<file path="src/rtl/or_bus_initiator_pkg.sv">
// Register map, FSM state encodings and default poll limit for the
// register-bus initiator that drives an external OR unit.
package or_bus_initiator_pkg;

    localparam logic [2:0] REG_A_NOT_FULL  = 3'd0;
    localparam logic [2:0] REG_B_NOT_FULL  = 3'd1;
    localparam logic [2:0] REG_Y_NOT_EMPTY = 3'd2;
    localparam logic [2:0] REG_Y_DATA      = 3'd3;
    localparam logic [2:0] REG_A_DATA      = 3'd4;
    localparam logic [2:0] REG_B_DATA      = 3'd5;

    localparam logic [2:0] ST_IDLE   = 3'd0;
    localparam logic [2:0] ST_POLL_A = 3'd1;
    localparam logic [2:0] ST_WR_A   = 3'd2;
    localparam logic [2:0] ST_POLL_B = 3'd3;
    localparam logic [2:0] ST_WR_B   = 3'd4;
    localparam logic [2:0] ST_POLL_Y = 3'd5;
    localparam logic [2:0] ST_RD_Y   = 3'd6;
    localparam logic [2:0] ST_RESP   = 3'd7;

    localparam int POLL_LIMIT_DEFAULT = 255;

endpackage

</file>
<file path="src/rtl/or_bus_initiator.sv">
// Command -> register-bus sequencer: polls FIFO status, writes A/B, reads Y back.
// Latency 7 cycles from command accept to res_valid when the bus never stalls.
module or_bus_initiator
    import or_bus_initiator_pkg::*;
#(
    parameter int POLL_LIMIT = POLL_LIMIT_DEFAULT
) (
    input  logic        CLK,
    input  logic        RST,
    input  logic        cmd_a,
    input  logic        cmd_b,
    input  logic        cmd_valid,
    output logic        cmd_rdy,
    output logic        res_y,
    output logic        res_valid,
    input  logic        res_rdy,
    output logic [2:0]  write_address,
    output logic        write_data,
    output logic        write_en,
    input  logic        write_rdy,
    output logic [2:0]  read_address,
    output logic        read_en,
    input  logic        read_data,
    input  logic        read_rdy,
    output logic        timeout_err,
    output logic [15:0] txn_count
);

    localparam logic [8:0] LP_LIMIT = 9'(POLL_LIMIT);

    logic [2:0]  r_state;
    logic        r_a;
    logic        r_b;
    logic        r_res_y;
    logic [7:0]  r_poll_cnt;
    logic        r_timeout;
    logic [15:0] r_txn;

    logic [2:0]  w_state_nxt;
    logic        w_rd_done;
    logic        w_wr_done;
    logic [8:0]  w_poll_next;
    logic        w_poll_expire;

    assign w_rd_done     = read_en && read_rdy;
    assign w_wr_done     = write_en && write_rdy;
    assign w_poll_next   = {1'b0, r_poll_cnt} + 9'd1;
    assign w_poll_expire = (w_poll_next >= LP_LIMIT);

    always_comb begin
        w_state_nxt = r_state;
        case (r_state)
            ST_IDLE:   if (cmd_valid) w_state_nxt = ST_POLL_A;
            ST_POLL_A: if (w_rd_done)
                           w_state_nxt = read_data ? ST_WR_A : (w_poll_expire ? ST_IDLE : ST_POLL_A);
            ST_WR_A:   if (w_wr_done) w_state_nxt = ST_POLL_B;
            ST_POLL_B: if (w_rd_done)
                           w_state_nxt = read_data ? ST_WR_B : (w_poll_expire ? ST_IDLE : ST_POLL_B);
            ST_WR_B:   if (w_wr_done) w_state_nxt = ST_POLL_Y;
            ST_POLL_Y: if (w_rd_done)
                           w_state_nxt = read_data ? ST_RD_Y : (w_poll_expire ? ST_IDLE : ST_POLL_Y);
            ST_RD_Y:   if (w_rd_done) w_state_nxt = ST_RESP;
            ST_RESP:   if (res_rdy) w_state_nxt = ST_IDLE;
            default:   w_state_nxt = ST_IDLE;
        endcase
    end

    always_ff @(posedge CLK or posedge RST) begin
        if (RST) begin
            r_state    <= ST_IDLE;
            r_a        <= 1'b0;
            r_b        <= 1'b0;
            r_res_y    <= 1'b0;
            r_poll_cnt <= 8'd0;
            r_timeout  <= 1'b0;
            r_txn      <= 16'd0;
        end else begin
            r_state <= w_state_nxt;
            case (r_state)
                ST_IDLE: begin
                    r_poll_cnt <= 8'd0;
                    if (cmd_valid) begin
                        r_a <= cmd_a;
                        r_b <= cmd_b;
                    end
                end
                // Only polls that complete with "not ready" consume budget.
                ST_POLL_A, ST_POLL_B, ST_POLL_Y: begin
                    if (w_rd_done && !read_data) begin
                        if (w_poll_expire) r_timeout  <= 1'b1;
                        else               r_poll_cnt <= r_poll_cnt + 8'd1;
                    end
                end
                ST_RD_Y: begin
                    r_poll_cnt <= 8'd0;
                    if (w_rd_done) r_res_y <= read_data;
                end
                ST_RESP: begin
                    r_poll_cnt <= 8'd0;
                    if (res_rdy) r_txn <= r_txn + 16'd1;
                end
                default: r_poll_cnt <= 8'd0;
            endcase
        end
    end

    // Bus strobes are pure state decodes, so address/data hold until the handshake.
    always_comb begin
        read_en       = 1'b0;
        read_address  = 3'd0;
        write_en      = 1'b0;
        write_address = 3'd0;
        write_data    = 1'b0;
        case (r_state)
            ST_POLL_A: begin read_en = 1'b1; read_address = REG_A_NOT_FULL;  end
            ST_POLL_B: begin read_en = 1'b1; read_address = REG_B_NOT_FULL;  end
            ST_POLL_Y: begin read_en = 1'b1; read_address = REG_Y_NOT_EMPTY; end
            ST_RD_Y:   begin read_en = 1'b1; read_address = REG_Y_DATA;      end
            ST_WR_A: begin
                write_en      = 1'b1;
                write_address = REG_A_DATA;
                write_data    = r_a;
            end
            ST_WR_B: begin
                write_en      = 1'b1;
                write_address = REG_B_DATA;
                write_data    = r_b;
            end
            default: ;
        endcase
    end

    assign cmd_rdy     = (r_state == ST_IDLE) && !RST;
    assign res_valid   = (r_state == ST_RESP);
    assign res_y       = r_res_y;
    assign timeout_err = r_timeout;
    assign txn_count   = r_txn;

endmodule

</file>
<file path="config.mk">
export PLATFORM = sky130hd
export DESIGN_NAME = or_bus_initiator
export DESIGN_NICKNAME = d
export VERILOG_FILES = /design/src/rtl/or_bus_initiator_pkg.sv /design/src/rtl/or_bus_initiator.sv
export SDC_FILE = /design/constraint.sdc
export NUM_CORES = 1
export LEC_CHECK = 0
export ABC_AREA = 1
export CORE_ASPECT_RATIO = 2
export CORE_UTILIZATION = 50
export CTS_CLUSTER_DIAMETER = 120
export DETAILED_ROUTE_END_ITERATION = 7
export PLACE_DENSITY_LB_ADDON = 0.08
export SYNTH_ARGS = -nofsm -noshare
export SYNTH_HDL_FRONTEND = slang
export SYNTH_SLANG_ARGS = --single-unit
</file>
<file path="constraint.sdc">
create_clock -name CLK -period 1.9 [get_ports CLK]
set_input_delay 0.57 -clock CLK [delete_from_list [all_inputs] [get_ports CLK]]
set_output_delay 0.57 -clock CLK [all_outputs]
set_load 0.02 [all_outputs]
</file>
After elaboration in Yosys (flattened, before gate mapping)
Index checks and enable logic that the tools add are counted.

cells by class
  $lt $le $gt $ge = 1
  reductions and logical operators = 16
  eq/ne operators = 17
  mux-type cells = 23
  add/subtract/negate cells = 3

operator list
  kind                                                                                 count
  3-bit two-way mux                                                                    11
  8-bit two-way mux                                                                    3
  3-bit one-hot mux with 8 select lines                                                1
  2-bit inequality test, second input constant                                         9
  16-bit by 1-bit adder with 16-bit output, second input constant                      1
  3-bit equality test, second input constant                                           4
  8-bit by 1-bit adder with 9-bit output, second input constant                        1
  9-bit by 8-bit greater-or-equal comparator with 1-bit output, second input constant  1
  8-bit by 1-bit adder with 8-bit output, second input constant                        1
  2-bit AND reduction                                                                  4
  8-bit AND reduction                                                                  1
  3-bit by 2-bit equality test with 1-bit output, second input constant                2
  2-bit one-hot mux with 3 select lines                                                1
  3-bit one-hot mux with 2 select lines                                                1
  1-bit logical AND                                                                    4
  2-bit two-way mux                                                                    2
  4-bit OR reduction                                                                   1
  3-bit by 1-bit equality test with 1-bit output, second input constant                1
  3-bit logical NOT                                                                    1
  1-bit two-way mux                                                                    3
  3-bit AND reduction                                                                  1
  3-bit OR reduction                                                                   1
  1-bit logical NOT                                                                    2
  2-bit by 1-bit inequality test with 1-bit output, second input constant              1
  other kinds (2)                                                                      2

storage, ports and cells
  word-level logic and storage cells = 67
  bits in registers = 31
  output and inout bits = 29
  bits of input ports = 9

Depth between registers and ports, before layout
Gate-level depths: netlist of run 1.

  depth after elaboration = 7
  depth in mapped cells = 12
  depth with buffers taken out = 12

Worst setup path after synthesis of run 1
OpenSTA, ideal clock, no wires.

  path type = register to output
  from = register r_state[0]
  to = output write_address[2]
  path slack = 0.205 ns
  arrival time = 1.125 ns
  buffers on the path = 2
  cell stages (with the launch flop) = 6
  required time = 1.330 ns
  cells stage by stage = dfrtp_1 -> buf_4 -> nor2_1 -> nand2_1 -> nand2_1 -> buf_4

between the ends
  word-level cells in the longest chain between the ends = 2
  elaborated cells between the ends (all ways) = 3
  classes of those cells = 2 x eq/ne; 1 x mux

RTL lines
  what                                                                                          RTL line                 source
  start, declared                                                                               or_bus_initiator.sv:31   logic [2:0] r_state;
  start signal, assigned                                                                        or_bus_initiator.sv:78   r_state <= w_state_nxt;
  3-bit equality test / 3-bit by 2-bit equality test with 1-bit output (equally long branches)  or_bus_initiator.sv:114  case (r_state)
  3-bit one-hot mux with 2 select lines (*)                                                     or_bus_initiator.sv:114
  end, declared                                                                                 or_bus_initiator.sv:17   output logic [2:0] write_address,

Every way passes the cells marked *; elsewhere a longest branch is shown, timed or not.

Final worst setup path of run 1
  from = register r_state[0]
  to = output write_data

between the ends
  word-level cells in the longest chain between the ends = 2
  elaborated cells between the ends (all ways) = 3
  classes of those cells = 2 x eq/ne; 1 x mux

RTL lines
  what                                                                                          RTL line                 source
  3-bit equality test / 3-bit by 2-bit equality test with 1-bit output (equally long branches)  or_bus_initiator.sv:114
  1-bit one-hot mux with 2 select lines (*)                                                     or_bus_initiator.sv:114
  end, declared                                                                                 or_bus_initiator.sv:18   output logic write_data,

Marks and branches as above.

==> out/summary.txt, run 1 <==
run status: completed
Final min period: 1.862 ns
WL/cell: 12.82 µm
CTS clock-pin slew for the worst setup and hold paths: 0.07 ns
Fmax: 0.5369 GHz
Core ar.: 3378 µm²
DR pass1 iterations: 5
unrepaired setup endpoints after global routing: yes
Synth Area in XOR/XNOR: 7.379%
VDD IR max: 1.096 mV
num ports: 38
compound-gate portion of the synthesized area: 7.238%
CTS max path bufs: 2
pin count of the biggest net entering global routing: 32
average vias per placed instance: 5.145
adder-cell share of the synthesized area: 2.108%
CP cell instances: nor2_4 -> nand2_2 -> o22ai_2 -> buf_6
leakage: 1.398 nW
Crit. Startpoint: r_state[0]
final setup violation count: 0
drt total wl: 4063 µm
Final Hold Fails: 0
Critical Path Start Type: register
CTS tree: done
DR DRC count: 0
Worst R2R End: r_state[0]
Hold WS: 0.4523 ns
fin area: 2475 µm²
largest family of logic cells by synthesized area: simple AND/OR/NAND/NOR gates
worst reg2reg startpoint: r_poll_cnt[0]
Max Slew Vio Count: 0
Finished Core Util: 73.26%
Fillers: 269
setup slack after layout: 0.03758 ns
Gate power share: 45.4%
CTS Buf Count: 5
Die ar.: 3818 µm²
Hold Path Class: reg2reg
classification of the worst setup path: reg2out
row count: 30
final HPWL from detailed placement: 3014 µm
PD cells: 1185 nW/µm²
delay-heaviest family, CP: flip-flops
Post-synth EDFFs: 0
Mean Syn Cell Area: 8.056 µm²
chip height: 86.39 µm
Flop pwr share: 31.8%
overall routing resource usage: 23.70%
Reg2Reg Setup Slack: 0.16 ns
max-cap violation count: 0
initial core utilization: 52.70%
Critical Path RT: 1.33 ns
fin crit share: 98.02%
cell depth of the worst setup path: 4
Switching Fraction: 39.05%
htree depth: 2
Critical Path Sink Type: primary output
Root Buffer: clkbuf_8
Final #Nets: 296
Critical Path AT: 1.29 ns
Cell Area, Placed: 2310 µm²
cell-internal power: 1.787 mW
vias in the first global route: 1628
mapped cell area: 1780 µm²
post-place setup slack: -0.3797 ns
Post-DRT Antenna Nets: 0
ys async rst share: 100.0%
sequential fraction of the synthesis area: 43.57%
layout cells sized above 1: 24.56%
CP max stage cell: dfrtp_2
critical path fanouts, max: 4
mux share of post-synthesis cell area: 0%
Die Wd: 44.20 µm
clock tree sinks: 31
Main synth FF type: dfrtp_1
initial antenna violation count: 0
DR iter-0 viols: 25
Post-Synth Simple-Gate Area: 30.50%
worst skew pair latency: 0.28 ns
CP peak stage delay: 0.45 ns
Syn Inst Count: 221
clk_skew: 0.005578 ns
GRT overflow: 0
global placer's final weighted congestion: 0.8131
P_sw: 1.145 mW
worst-case reg-to-reg path depth: 11
part of the power in the clock network: 22.8%
Critical Path End: write_data
Synth cell types: 29
WP buf/inv: 1
# diodes: 0
first-pass GRT wire length: 6748 µm
total number of yosys warnings: 0
P&R area growth vs syn: 39.00%
via count: 1631
Port Buffer Count: 35
Yosys reg bits: 31
[per-stage QoR]
step / TNS, ns / cells / total power [mW]
after global routing: -0.07295 / 317 / 3.131
after CTS: -0.1170 / 315 / 2.865
final: 0 / 317 / 2.933
after floorplan: 0 / 222 / 1.659
after detailed placement: -2.235 / 307 / 2.248
after global placement: -1.958 / 307 / 2.235
[metal layers]
| layer | GRT usage, % | vias to the layer above | routed length (µm) |
|---|---|---|---|
| met3 | 4.375 | 7 | 71 |
| met1 | 24.45 | 776 | 1521 |
| met5 | 0 | - | 0 |
| li1 | - | 826 | - |
| met2 | 44.52 | 22 | 2409 |
| met4 | 9.091 | 0 | 61 |
[cells in the mapped netlist (3+ instances only)]
cell / number / area [µm²]
nand3_1: 23 / 115.1
ha_1: 3 / 37.54
dfrtp_1: 31 / 775.7
nand2_1: 53 / 198.9
xnor2_1: 10 / 87.58
nor2_1: 17 / 63.81
nand4_1: 5 / 31.28
a21oi_1: 4 / 20.02
o21ai_0: 13 / 65.06
inv_1: 30 / 112.6
buf_4: 5 / 37.54
xor2_1: 5 / 43.79
[layout by cell type (no fill, tap or decap), types with 6 or more instances in the layout]
| cell | count |
|---|---|
| o21ai_0 | 12 |
| dlymetal6s2s_1 | 8 |
| clkdlybuf4s50_1 | 12 |
| buf_4 | 28 |
| nand2_1 | 47 |
| nand2_2 | 7 |
| nor2_1 | 15 |
| dfrtp_1 | 26 |
| dlygate4sd2_1 | 6 |
| xnor2_1 | 10 |
| inv_1 | 30 |
| clkbuf_8 | 6 |
| nand3_1 | 23 |
[worst reg2reg max path: cells and delay by family, from the launching register on]
family / cells / cell delay, ns
simple gates: 9 / 0.87
compound gates: 1 / 0.09
fa+ha+maj: 1 / 0.25
flops: 1 / 0.43
[power groups by stage]
stage,Clock [mW],Combinational [mW],Sequential (mW)
2_1_floorplan,0,0.716,0.943
4_1_cts,0.687,1.26,0.915
6_report,0.669,1.33,0.933
3_5_place_dp,0,1.33,0.923
5_1_grt,0.718,1.46,0.953
3_3_place_gp,0,1.32,0.920
[worst min path at each step]
stage | startpoint | to | slack [ns] | cells past startpoint
4_1_cts | timeout_err | timeout_err | 0.46 | 1
2_1_floorplan | r_b | r_b | 0.48 | 2
5_1_grt | timeout_err | timeout_err | 0.50 | 1
6_report | timeout_err | timeout_err | 0.45 | 1
3_5_place_dp | timeout_err | timeout_err | 0.44 | 1
3_3_place_gp | timeout_err | timeout_err | 0.44 | 1
[timing repair]
item,in CTS,in global routing
setup endpoints to repair,15,26
setup buffers,0,2
resized for setup,43,31
hold buffers,0,0
pin swaps,1,2
[area by class of cell]
cell class	count	area [µm²]	area share, %
Timing Repair Buffer	60	519.2	20.98
Inverter	32	122.6	4.955
Sequential cell	31	782.0	31.60
Clock inverter	2	35.03	1.416
Tap cell	32	40.04	1.618
Clock buffer	6	82.58	3.337
Multi-Input combinational cell	154	893.4	36.10
[cells by family after synthesis]
family | after synthesis
and+or+nand+nor | 111
buffers and inverters | 37
DFF | 31
AOI/OAI and AO/OA | 23
xor gates and xnor gates | 15
adders and majority gates | 3
other | 1
[flip-flops by register name, indices dropped and copies added, names as in the netlist]
register / flops
txn_count: 16
r_poll_cnt: 8
r_state: 3
r_a: 1
r_b: 1
res_y: 1
timeout_err: 1
Power figures use the tool's default switching activity.
==> run 2, diff against run 1 <==
--- a/config.mk
+++ b/config.mk
@@ -11,6 +11,7 @@
 export CTS_CLUSTER_DIAMETER = 120
 export DETAILED_ROUTE_END_ITERATION = 7
 export PLACE_DENSITY_LB_ADDON = 0.08
+export SETUP_SLACK_MARGIN = 0.1
 export SYNTH_ARGS = -nofsm -noshare
 export SYNTH_HDL_FRONTEND = slang
 export SYNTH_SLANG_ARGS = --single-unit
==> constraint.sdc (replaced) <==
create_clock -name CLK -period 1.9 [get_ports CLK]
set_input_delay 0.475 -clock CLK [delete_from_list [all_inputs] [get_ports CLK]]
set_output_delay 0.475 -clock CLK [all_outputs]
set_load 0.02 [all_outputs]
==> run 2 against run 1 <==
Compared with the run above:
- clock-buffer cell count is the same
- register-to-register slack is essentially flat
- clock skew grew 0.0019 ns
- cell count grew 0.63%
- sequential power grew 2%
- largest power group unchanged
- core utilization grew 3.7 points
- setup slack gained 0.089 ns
- fmax grew 5.0%
- critical path type unchanged
- flip-flop and latch count is the same
==> out/summary.txt, run 2 (synthesis results as in run 1) <==
run status: completed
Max Slew Vio Count: 0
DR DRC count: 0
num ports: 38
average vias per placed instance: 5.182
Critical Path AT: 1.30 ns
# diodes: 0
Final min period: 1.773 ns
htree depth: 2
DR iter-0 viols: 18
Core ar.: 3378 µm²
row count: 30
critical path fanouts, max: 3
initial core utilization: 52.70%
Critical Path Sink Type: primary output
final HPWL from detailed placement: 3111 µm
initial antenna violation count: 0
delay-heaviest family, CP: buffers and inverters
first-pass GRT wire length: 6844 µm
clk_skew: 0.007504 ns
drt total wl: 4281 µm
vias in the first global route: 1665
CP cell instances: clkdlybuf4s50_1
P&R area growth vs syn: 45.96%
Die ar.: 3818 µm²
CTS tree: done
Port Buffer Count: 35
Hold WS: 0.4545 ns
Final #Nets: 298
overall routing resource usage: 23.92%
Fmax: 0.5640 GHz
commonest non-fill, non-tap cells in the layout: 46 x nand2_1, 28 x inv_1, 27 x buf_4, 26 x dfrtp_1, 15 x nand3_1
WL/cell: 13.42 µm
Critical Path RT: 1.42 ns
clock tree sinks: 31
layout cells sized above 1: 31.71%
pin count of the biggest net entering global routing: 32
classification of the worst setup path: reg2out
leakage: 1.352 nW
most common cell after layout, fill and taps aside: nand2_1
CTS clock-pin slew for the worst setup and hold paths: 0.07 ns
max-cap violation count: 0
GRT overflow: 0
final setup violation count: 0
CTS max path bufs: 2
VDD IR max: 0.9907 mV
worst skew pair latency: 0.29 ns
CP peak stage delay: 0.62 ns
Hold Path Class: reg2reg
max reg flops: 16
Die Wd: 44.20 µm
DR pass1 iterations: 7
PD cells: 1210 nW/µm²
fin crit share: 93.31%
CP max stage cell: clkdlybuf4s50_1
CTS Buf Count: 5
unrepaired setup endpoints after global routing: yes
WP buf/inv: 1
Critical Path Start Type: register
Setup TNS: 0 ns
Root Buffer: clkbuf_8
via count: 1653
chip height: 86.39 µm
Final Hold Fails: 0
global placer's final weighted congestion: 0.8050
Post-DRT Antenna Nets: 0
Hold-fix buffers, CTS: 0
-- run 2: cell count changes in the layout (fill, tap and decap cells not counted), sizes merged --
cell	previous run	this run
dlygate4sd2	6	11
clkdlybuf4s50	12	13
dlymetal6s2s	8	2
buf	34	36
-- run 2: routing by layer --
layer  part of all wire (%)  track usage, %
met2                     60           46.52
met5                      0               0
met3                    2.3           4.792
met1                     35           21.65
met4                    2.2           11.57
-- run 2: worst paths after layout --
| kind | endpoint | startpoint | cells after the start | slack, ns |
|---|---|---|---|---|
| worst max-delay path | txn_count[5] | txn_count[5] | 1 | 0.13 |
| worst min-delay path | timeout_err | timeout_err | 1 | 0.45 |
| worst max register to register | r_poll_cnt[1] | r_poll_cnt[0] | 11 | 0.15 |
| worst min register to register | timeout_err | timeout_err | 1 | 0.45 |
| max in group asynchronous | r_poll_cnt[1] | RST | 3 | 0.99 |
| min in group asynchronous | res_y | RST | 3 | 0.60 |
-- run 2: layout make-up --
class,instances,area (µm²)
multi-input cells,154,999.7
flip-flops and latches,31,782.0
fillers,257,779.5
repair buffers,62,536.8
inverters,32,122.6
clock buffers,6,82.58
well taps,32,40.04
clock inverters,2,35.03
-- run 2: repair_timing --
item,CTS,global route
endpoints found under the setup margin,30,25
hold endpoints to repair,0,0
pin swaps,2,9
buffers inserted,0,7
gates resized for setup,53,61
-- run 2: through the flow --
step | instances | utilization, % | power (mW) | instance area, µm² | setup slack [ns]
2_1_floorplan | 222 | - | 1.659 | 1784 | 0.2995
3_3_place_gp | 304 | 67.70 | 2.189 | 2287 | -0.1776
3_5_place_dp | 304 | 67.70 | 2.208 | 2287 | -0.1956
4_1_cts | 312 | 69.78 | 2.814 | 2357 | 0.07497
5_1_grt | 319 | 76.93 | 3.337 | 2599 | 0.004021
6_report | 319 | 76.93 | 3.144 | 2599 | 0.1270
-- run 2: where the power goes --
group          switching, mW  internal [mW]  leakage, nW  total, mW
sequential             0.167          0.786        0.405      0.953
clock                  0.257          0.424       0.0612      0.681
combinational          0.858          0.652        0.886       1.51
total                   1.28           1.86         1.35       3.14
==> run 3, diff against run 2 <==
--- a/config.mk
+++ b/config.mk
@@ -8,7 +8,6 @@
 export ABC_AREA = 1
 export CORE_ASPECT_RATIO = 2
 export CORE_UTILIZATION = 50
-export CTS_CLUSTER_DIAMETER = 120
 export DETAILED_ROUTE_END_ITERATION = 7
 export PLACE_DENSITY_LB_ADDON = 0.08
 export SETUP_SLACK_MARGIN = 0.1
==> results of run 3 <==
Final layout, timing and power as in run 2 (identical DEF).
